File: src/rtl/spi_tx_serializer.sv
`default_nettype none
// ============================================================================
//  Module      : spi_tx_serializer
//  Description : SPI transmit serializer. A DATA_W-bit word is latched when
//                start is accepted in IDLE and then shifted out on sdo. Each
//                rising edge of the slow, externally generated sclk moves the
//                frame on by one bit. sclk is sampled in the clk domain.
//                Optional even parity: define SPI_TX_PARITY_EN to append
//                ^data_in as an extra frame bit, sent through the TAIL state.
//  Parameters  : DATA_W    - payload width in bits (>= 2)
//                MSB_FIRST - 1: data_in[DATA_W-1] is sent first,
//                            0: data_in[0] is sent first
//  Ports       : clk     in  system clock, all logic on posedge
//                rst     in  asynchronous active-high reset
//                start   in  frame request, sampled only in IDLE
//                data_in in  word to send, latched on start acceptance
//                sclk    in  SPI bit clock (level); a rising edge advances one bit
//                sdo     out serial data out
//                ena     out high while sdo carries a valid frame bit
//                busy    out high from start acceptance until done
//                done    out one-clk pulse at the end of a frame
//  Revision    : 1.0 - initial release
// ============================================================================
module spi_tx_serializer #(
    parameter int DATA_W    = 8,
    parameter bit MSB_FIRST = 1'b1
) (
    input  logic              clk,
    input  logic              rst,
    input  logic              start,
    input  logic [DATA_W-1:0] data_in,
    input  logic              sclk,
    output logic              sdo,
    output logic              ena,
    output logic              busy,
    output logic              done
);

    // Sized to hold DATA_W+1 so the count never wraps within a frame.
    localparam int              CNT_W        = $clog2(DATA_W + 2);
    localparam logic [CNT_W-1:0] c_FRAME_BITS = CNT_W'(DATA_W);
    localparam logic [CNT_W-1:0] c_CNT_ONE    = CNT_W'(1);

`ifdef SPI_TX_PARITY_EN
    typedef enum logic [1:0] {
        ST_IDLE  = 2'd0,
        ST_SHIFT = 2'd1,
        ST_TAIL  = 2'd2
    } state_t;
`else
    typedef enum logic [1:0] {
        ST_IDLE  = 2'd0,
        ST_SHIFT = 2'd1
    } state_t;
`endif

    state_t            r_state;
    logic [DATA_W-1:0] r_shift;
    logic [CNT_W-1:0]  r_bit_cnt;
    logic              r_sclk_q;
`ifdef SPI_TX_PARITY_EN
    logic              r_parity;
`endif

    logic              w_sclk_rise;
    logic              w_next_bit;
    logic [DATA_W-1:0] w_shift_next;

    // One-cycle pulse per sclk rise; a held-high sclk yields a single edge.
    assign w_sclk_rise = sclk & ~r_sclk_q;

    // Outgoing bit is taken from the end selected by MSB_FIRST and the
    // register moves toward that end with zero fill.
    assign w_next_bit   = MSB_FIRST ? r_shift[DATA_W-1] : r_shift[0];
    assign w_shift_next = MSB_FIRST ? {r_shift[DATA_W-2:0], 1'b0}
                                    : {1'b0, r_shift[DATA_W-1:1]};

    always_ff @(posedge clk or posedge rst) begin
        if (rst) begin
            r_state   <= ST_IDLE;
            r_shift   <= '0;
            r_bit_cnt <= '0;
            r_sclk_q  <= 1'b0;
`ifdef SPI_TX_PARITY_EN
            r_parity  <= 1'b0;
`endif
            sdo       <= 1'b0;
            ena       <= 1'b0;
            busy      <= 1'b0;
            done      <= 1'b0;
        end else begin
            r_sclk_q <= sclk;
            done     <= 1'b0;

            case (r_state)
                ST_IDLE: begin
                    // An sclk edge coinciding with acceptance is deliberately
                    // not consumed: the first bit waits for the next edge.
                    if (start) begin
                        r_shift   <= data_in;
                        r_bit_cnt <= '0;
`ifdef SPI_TX_PARITY_EN
                        r_parity  <= ^data_in;
`endif
                        busy      <= 1'b1;
                        r_state   <= ST_SHIFT;
                    end
                end

                ST_SHIFT: begin
                    if (w_sclk_rise) begin
                        if (r_bit_cnt < c_FRAME_BITS) begin
                            sdo       <= w_next_bit;
                            ena       <= 1'b1;
                            r_shift   <= w_shift_next;
                            r_bit_cnt <= r_bit_cnt + c_CNT_ONE;
                        end else begin
`ifdef SPI_TX_PARITY_EN
                            sdo     <= r_parity;
                            ena     <= 1'b1;
                            r_state <= ST_TAIL;
`else
                            sdo     <= 1'b0;
                            ena     <= 1'b0;
                            busy    <= 1'b0;
                            done    <= 1'b1;
                            r_state <= ST_IDLE;
`endif
                        end
                    end
                end

`ifdef SPI_TX_PARITY_EN
                ST_TAIL: begin
                    if (w_sclk_rise) begin
                        sdo     <= 1'b0;
                        ena     <= 1'b0;
                        busy    <= 1'b0;
                        done    <= 1'b1;
                        r_state <= ST_IDLE;
                    end
                end
`endif

                default: begin
                    r_state <= ST_IDLE;
                end
            endcase
        end
    end

endmodule
`default_nettype wire

File: config.mk
export PLATFORM = sky130hd
export DESIGN_NAME = spi_tx_serializer
export DESIGN_NICKNAME = d
export VERILOG_FILES = /design/src/rtl/spi_tx_serializer.sv
export SDC_FILE = /design/constraint.sdc
export NUM_CORES = 1
export LEC_CHECK = 0
export ABC_CLOCK_PERIOD_IN_PS = 1600
export BUFFER_PORTS_ARGS = -buffer_cell sky130_fd_sc_hd__buf_4
export CAP_MARGIN = 20
export CORE_ASPECT_RATIO = 1.2
export CORE_UTILIZATION = 52
export CTS_BUF_LIST = sky130_fd_sc_hd__clkbuf_4 sky130_fd_sc_hd__clkbuf_8 sky130_fd_sc_hd__clkbuf_16
export CTS_CLUSTER_SIZE = 25
export DETAILED_ROUTE_END_ITERATION = 10
export GPL_TIMING_DRIVEN = 0
export PLACE_DENSITY = 0.76
export SLEW_MARGIN = 20
export SYNTH_ARGS = -nofsm -noshare
export SYNTH_HDL_FRONTEND = slang
export SYNTH_SLANG_ARGS = --single-unit
File: constraint.sdc
create_clock -name clk -period 1.6 [get_ports clk]
set_clock_uncertainty 0.15 [all_clocks]
set_input_delay 0.32 -clock clk [delete_from_list [all_inputs] [get_ports clk]]
set_output_delay 0.32 -clock clk [all_outputs]
set_load 0.02 [all_outputs]
Word level (Yosys, flattened, before mapping). Cells that the tools add are included.

Add/subtract/negate cells: 1. Order comparisons: 1. Eq/ne operators: 5. Muxes and demuxes: 21. Bitwise logic cells: 2. Reduce and logical (&&, ||, !) cells: 6.

Operator list (number): $mux W8 (3); $pmux W8 S2 (1); $mux W4 (3); $mux W1 (8); $ne A2 B2 Y1 const B (4); $pmux W4 S2 (1); $reduce_and A4 Y1 (2); $mux W2 (3); $add A4 B1 Y4 const B (1); $lt A4 B4 Y1 const B (1); $pmux W2 S2 (1); $reduce_and A3 Y1 (1); $eq A2 B1 Y1 const B (1); $logic_not A2 Y1 (1); $pmux W1 S2 (1); $reduce_and A2 Y1 (1); $reduce_bool A2 Y1 (1); $and A1 B1 Y1 (1); $not A1 Y1 (1).

Register bits: 19. Output and inout port bits: 4. Word-level logic and storage cells: 44.

Depth between registers and ports, before layout.
Word-level depth: 4. Mapped depth: 5. Mapped depth without buffers: 3.

Worst setup path before layout. Ideal clock, no wire load.

Kind: reg-to-reg. Start point: register busy (netlist name). End point: register r_shift[4]. Data arrival time: 1.333 ns. Path slack: -0.008 ns. Cell stages (with the launch flop): 5. Cell sequence: dfrtp_1 > buf_6 > buf_4 > mux2_2 > mux2_4.

RTL lines: end signal: assignment (RTL line 100) `r_shift <= data_in;`; end signal: assignment (RTL line 115) `r_shift <= w_shift_next;`; end: declaration (RTL line 58) `logic [DATA_W-1:0] r_shift;`.

Worst setup path after layout.
Start point: register r_bit_cnt[3]. End point: register r_bit_cnt[2].

Word-level cells in the longest chain between the ends: 3.

RTL lines: start: declaration (RTL line 59) `logic [CNT_W-1:0] r_bit_cnt;`; start signal: assignment (RTL line 116) `r_bit_cnt <= r_bit_cnt + c_CNT_ONE;`; $lt A4 B4 Y1 (RTL line 112) `if (r_bit_cnt < c_FRAME_BITS) begin`; $ne A2 B2 Y1 (no source line); $reduce_and A4 Y1 (no source line).

No other way between the ends. A chain may end at the register's enable or synchronous reset.

==> summary.txt <==
Pwr
  • Pwr Density: 1550 nW/um^2
  • Leakage: 0.527 nW
  • Worst vdd ir: 0.967 mV

STA
  • TNS Setup: 0 ps
  • Min Hold Slack: 44.7 ps
  • Final Setup Violations: 0
  • Worst-Margin Slew: 635 ps
  • Max-slew violations: 0
  • Worst slew margin: 57.6%
  • Fmax: 641 MHz
  • Ratio of final minimum period to clock period: 97.5%
  • Final count of hold timing violations: 0
  • RSZ-0062 raised after global routing: false
  • Tmin final: 1560 ps

Floorplanning
  • Core area: 1480 um^2
  • Total die area: 1800 um^2
  • Rows: 15
  • Die Span Y: 46.3 um
  • Ports: 16
  • Initial Util: 57.3%
  • Die width: 38.9 um

Synth
  • Ys async rst share: 100%
  • Complex-gate fraction of the synthesized area: 7.81%
  • #FFs+latches synth: 17
  • Synth area leaders: dfrtp_1 (50%), mux2_4 (12%), mux2_2 (9.3%)
  • Post-synthesis simple-gate area fraction: 11.9%
  • EDFF count, synth: 0
  • Synth Instances: 65
  • Largest area contributor in the netlist: dfrtp_1
  • Avg Synthesized Cell Area: 13.1 um^2
  • Synth Warn #: 0
  • Cell with the most instances after synthesis: dfrtp_1
  • Top cells by count, synth: dfrtp_1 (17), mux2_2 (7), mux2_4 (7)
  • Synth top area share: 50.1%
  • Register area share after synthesis: 50.1%
  • Post-Synth Adder-Cell Area: 1.47%
  • Multiplexer area fraction after synthesis: 22.8%
  • Post-Syn Nets: 78
  • Yosys cell types: 25
  • Post-synthesis xor/xnor area fraction: 1.03%
  • Main combinational cell family by area after synthesis: multiplexers
  • Synth Flop Type: dfrtp_1
  • Mapped cell area: 850 um^2

Layout
  • Fillers: 113
  • Sequential cell area: 427 um^2
  • Area delta synth->final: 20.6%
  • Share of cells above drive strength 1: 48.2%
  • Layout Nets: 99
  • Antenna diodes: 0
  • Area of the multi-input gates: 383 um^2
  • End-of-flow core utilization: 69.1%
  • Final Non-Filler Cells: 102
  • Cell area after layout: 1020 um^2

Clocking
  • Max clock buf depth: 2
  • CTS buffer count: 3
  • Clk_lat worst skew: 280 ps
  • Post-CTS Setup Bufs: 0
  • H-tree levels: 1
  • CTS root buf: clkbuf_4
  • CTS clk-pin slew, worst paths: 100 ps
  • CTS tree: built
  • Clk sink count: 17

Global route
  • GR Overflow Total: 0
  • First-pass GRT wire length: 2210 um
  • Largest net degree at the start of global routing: 18
  • Vias in the first global route: 522
  • Total GRT Usage: 18.2%
  • Initial antenna violation count: 0

Critical path
  • CP peak stage delay: 470 ps
  • Crit path arrival time: 1590 ps
  • FF-to-FF Start: r_bit_cnt[3]
  • Slowest-stage cell, CP: dfrtp_1
  • Setup crit start kind: flip-flop
  • CP Data Required Time: 1630 ps
  • Worst path cell trace: nor3b_2 -> a21oi_1 -> a311o_1
  • WS Path Type: reg -> reg
  • Critical path peak fanout: 7
  • Crit path launch: r_bit_cnt[3]
  • Setup crit end kind: flip-flop

Drt
  • WL final: 1470 um
  • Via-per-instance ratio: 5.66
  • DR WL/cell: 14.4 um
  • Pre-antenna DRT Iters: 4
  • DR iter-0 viols: 20
  • Detailed-route via count: 577
  • DRC: 0
  • Post-route ant nets: 0

Job
  • Max-capacitance violation count: 0

Place
  • Placed Area: 985 um^2
  • IO buf count: 15
  • RePlAce Congestion: 0.750
  • Dpl hpwl: 1050 um
  • Placed insts: 97

Min path
  • Worst Hold Launch: sclk
  • Worst Hold Class: in -> reg

Run status
  • Status: completed
==> routing by layer <==
| metal | vias up | wire length (um) | global-route usage, % |
|---|---|---|---|
| met2 | 17 | 761 | 30.7 |
| met3 | 2 | 62 | 4.35 |
| li1 | 268 | - | - |
| met5 | - | 0 | 0 |
| met1 | 290 | 634 | 23.4 |
| met4 | 0 | 13 | 4.14 |
==> worst paths after layout <==
| path | slack [ps] | cells after the start | end |
|---|---|---|---|
| setup / recovery | 40 | 3 | r_bit_cnt[2] |
| setup reg to reg | 40 | 3 | r_bit_cnt[2] |
| max in group asynchronous | 330 | 3 | busy |
| hold reg to reg | 350 | 2 | sdo |
| min in group asynchronous | 520 | 3 | r_shift[1] |
| hold / removal | 40 | 1 | r_sclk_q |
==> cell type report <==
class / count / area share (%)
tap: 17 / 2.08
buffer: 3 / 2.93
timing repair buffer: 16 / 12.0
inverter: 3 / 1.10
clock buffer: 4 / 2.93
multi-input combinational: 42 / 37.4
sequential: 17 / 41.6
==> registers in the layout (all words and copies together) (netlist names) <==
signal     cells
busy           1
done           1
ena            1
r_bit_cnt      4
r_sclk_q       1
r_shift        8
sdo            1
==> metrics by stage <==
stage | setup WS, ps | power (mW)
floorplan | 47.8 | 1.18
global placement | 71.1 | 1.32
detailed placement | 60.3 | 1.35
CTS | 52.6 | 1.59
global route | 4.56 | 1.68
finish | 40.2 | 1.59
==> critical path, delay by kind of cell (launching register included) <==
family / cells / cell delay, ps
flops: 1 / 470
simple gates: 1 / 390
compound gates: 2 / 450
==> cell usage in the layout, fill, tap and decap left out <==
| cell type | Yosys | final |
|---|---|---|
| a41oi_1 | 1 | 1 |
| a311o_1 | 1 | 1 |
| nor3b_2 | 1 | 1 |
| nand2_1 | 5 | 5 |
| ha_1 | 1 | 1 |
| clkbuf_4 | 0 | 4 |
| a21o_1 | 1 | 1 |
| nand3b_4 | 1 | 1 |
| mux2i_1 | 1 | 1 |
| o21ai_0 | 3 | 3 |
| xnor2_1 | 1 | 1 |
| nand2b_1 | 1 | 1 |
| inv_1 | 3 | 3 |
| dfrtp_1 | 17 | 16 |
| dlygate4sd3_1 | 0 | 1 |
| dfrtp_2 | 0 | 1 |
| mux2_4 | 7 | 7 |
| o22ai_1 | 1 | 1 |
| and4b_2 | 1 | 1 |
| o22a_1 | 1 | 1 |
| buf_6 | 2 | 2 |
| and3_2 | 1 | 1 |
| nor2_1 | 3 | 3 |
| nor3b_1 | 1 | 1 |
| buf_4 | 1 | 16 |
| mux2_2 | 7 | 7 |
| nor2b_1 | 1 | 1 |
| a21oi_1 | 2 | 2 |
==> what timing repair did <==
action	CTS	global route
setup endpoints to repair	0	0
endpoints found under the hold margin	9	0
gates resized for setup	0	0
hold buffers	1	0
==> cells by family after synthesis <==
group                      after synthesis
buffers and inverters                    6
xor gates and xnor gates                 1
muxes                                   15
AOI/OAI and AO/OA                       10
adders and majority gates                1
DFF                                     17
and+or+nand+nor                         15
==> where the power goes <==
part | total, mW | switching, mW | internal, mW
combinational | 0.633 | 0.250 | 0.383
sequential | 0.711 | 0.125 | 0.586
clock | 0.244 | 0.131 | 0.113
Power figures use the tool's default switching activity.
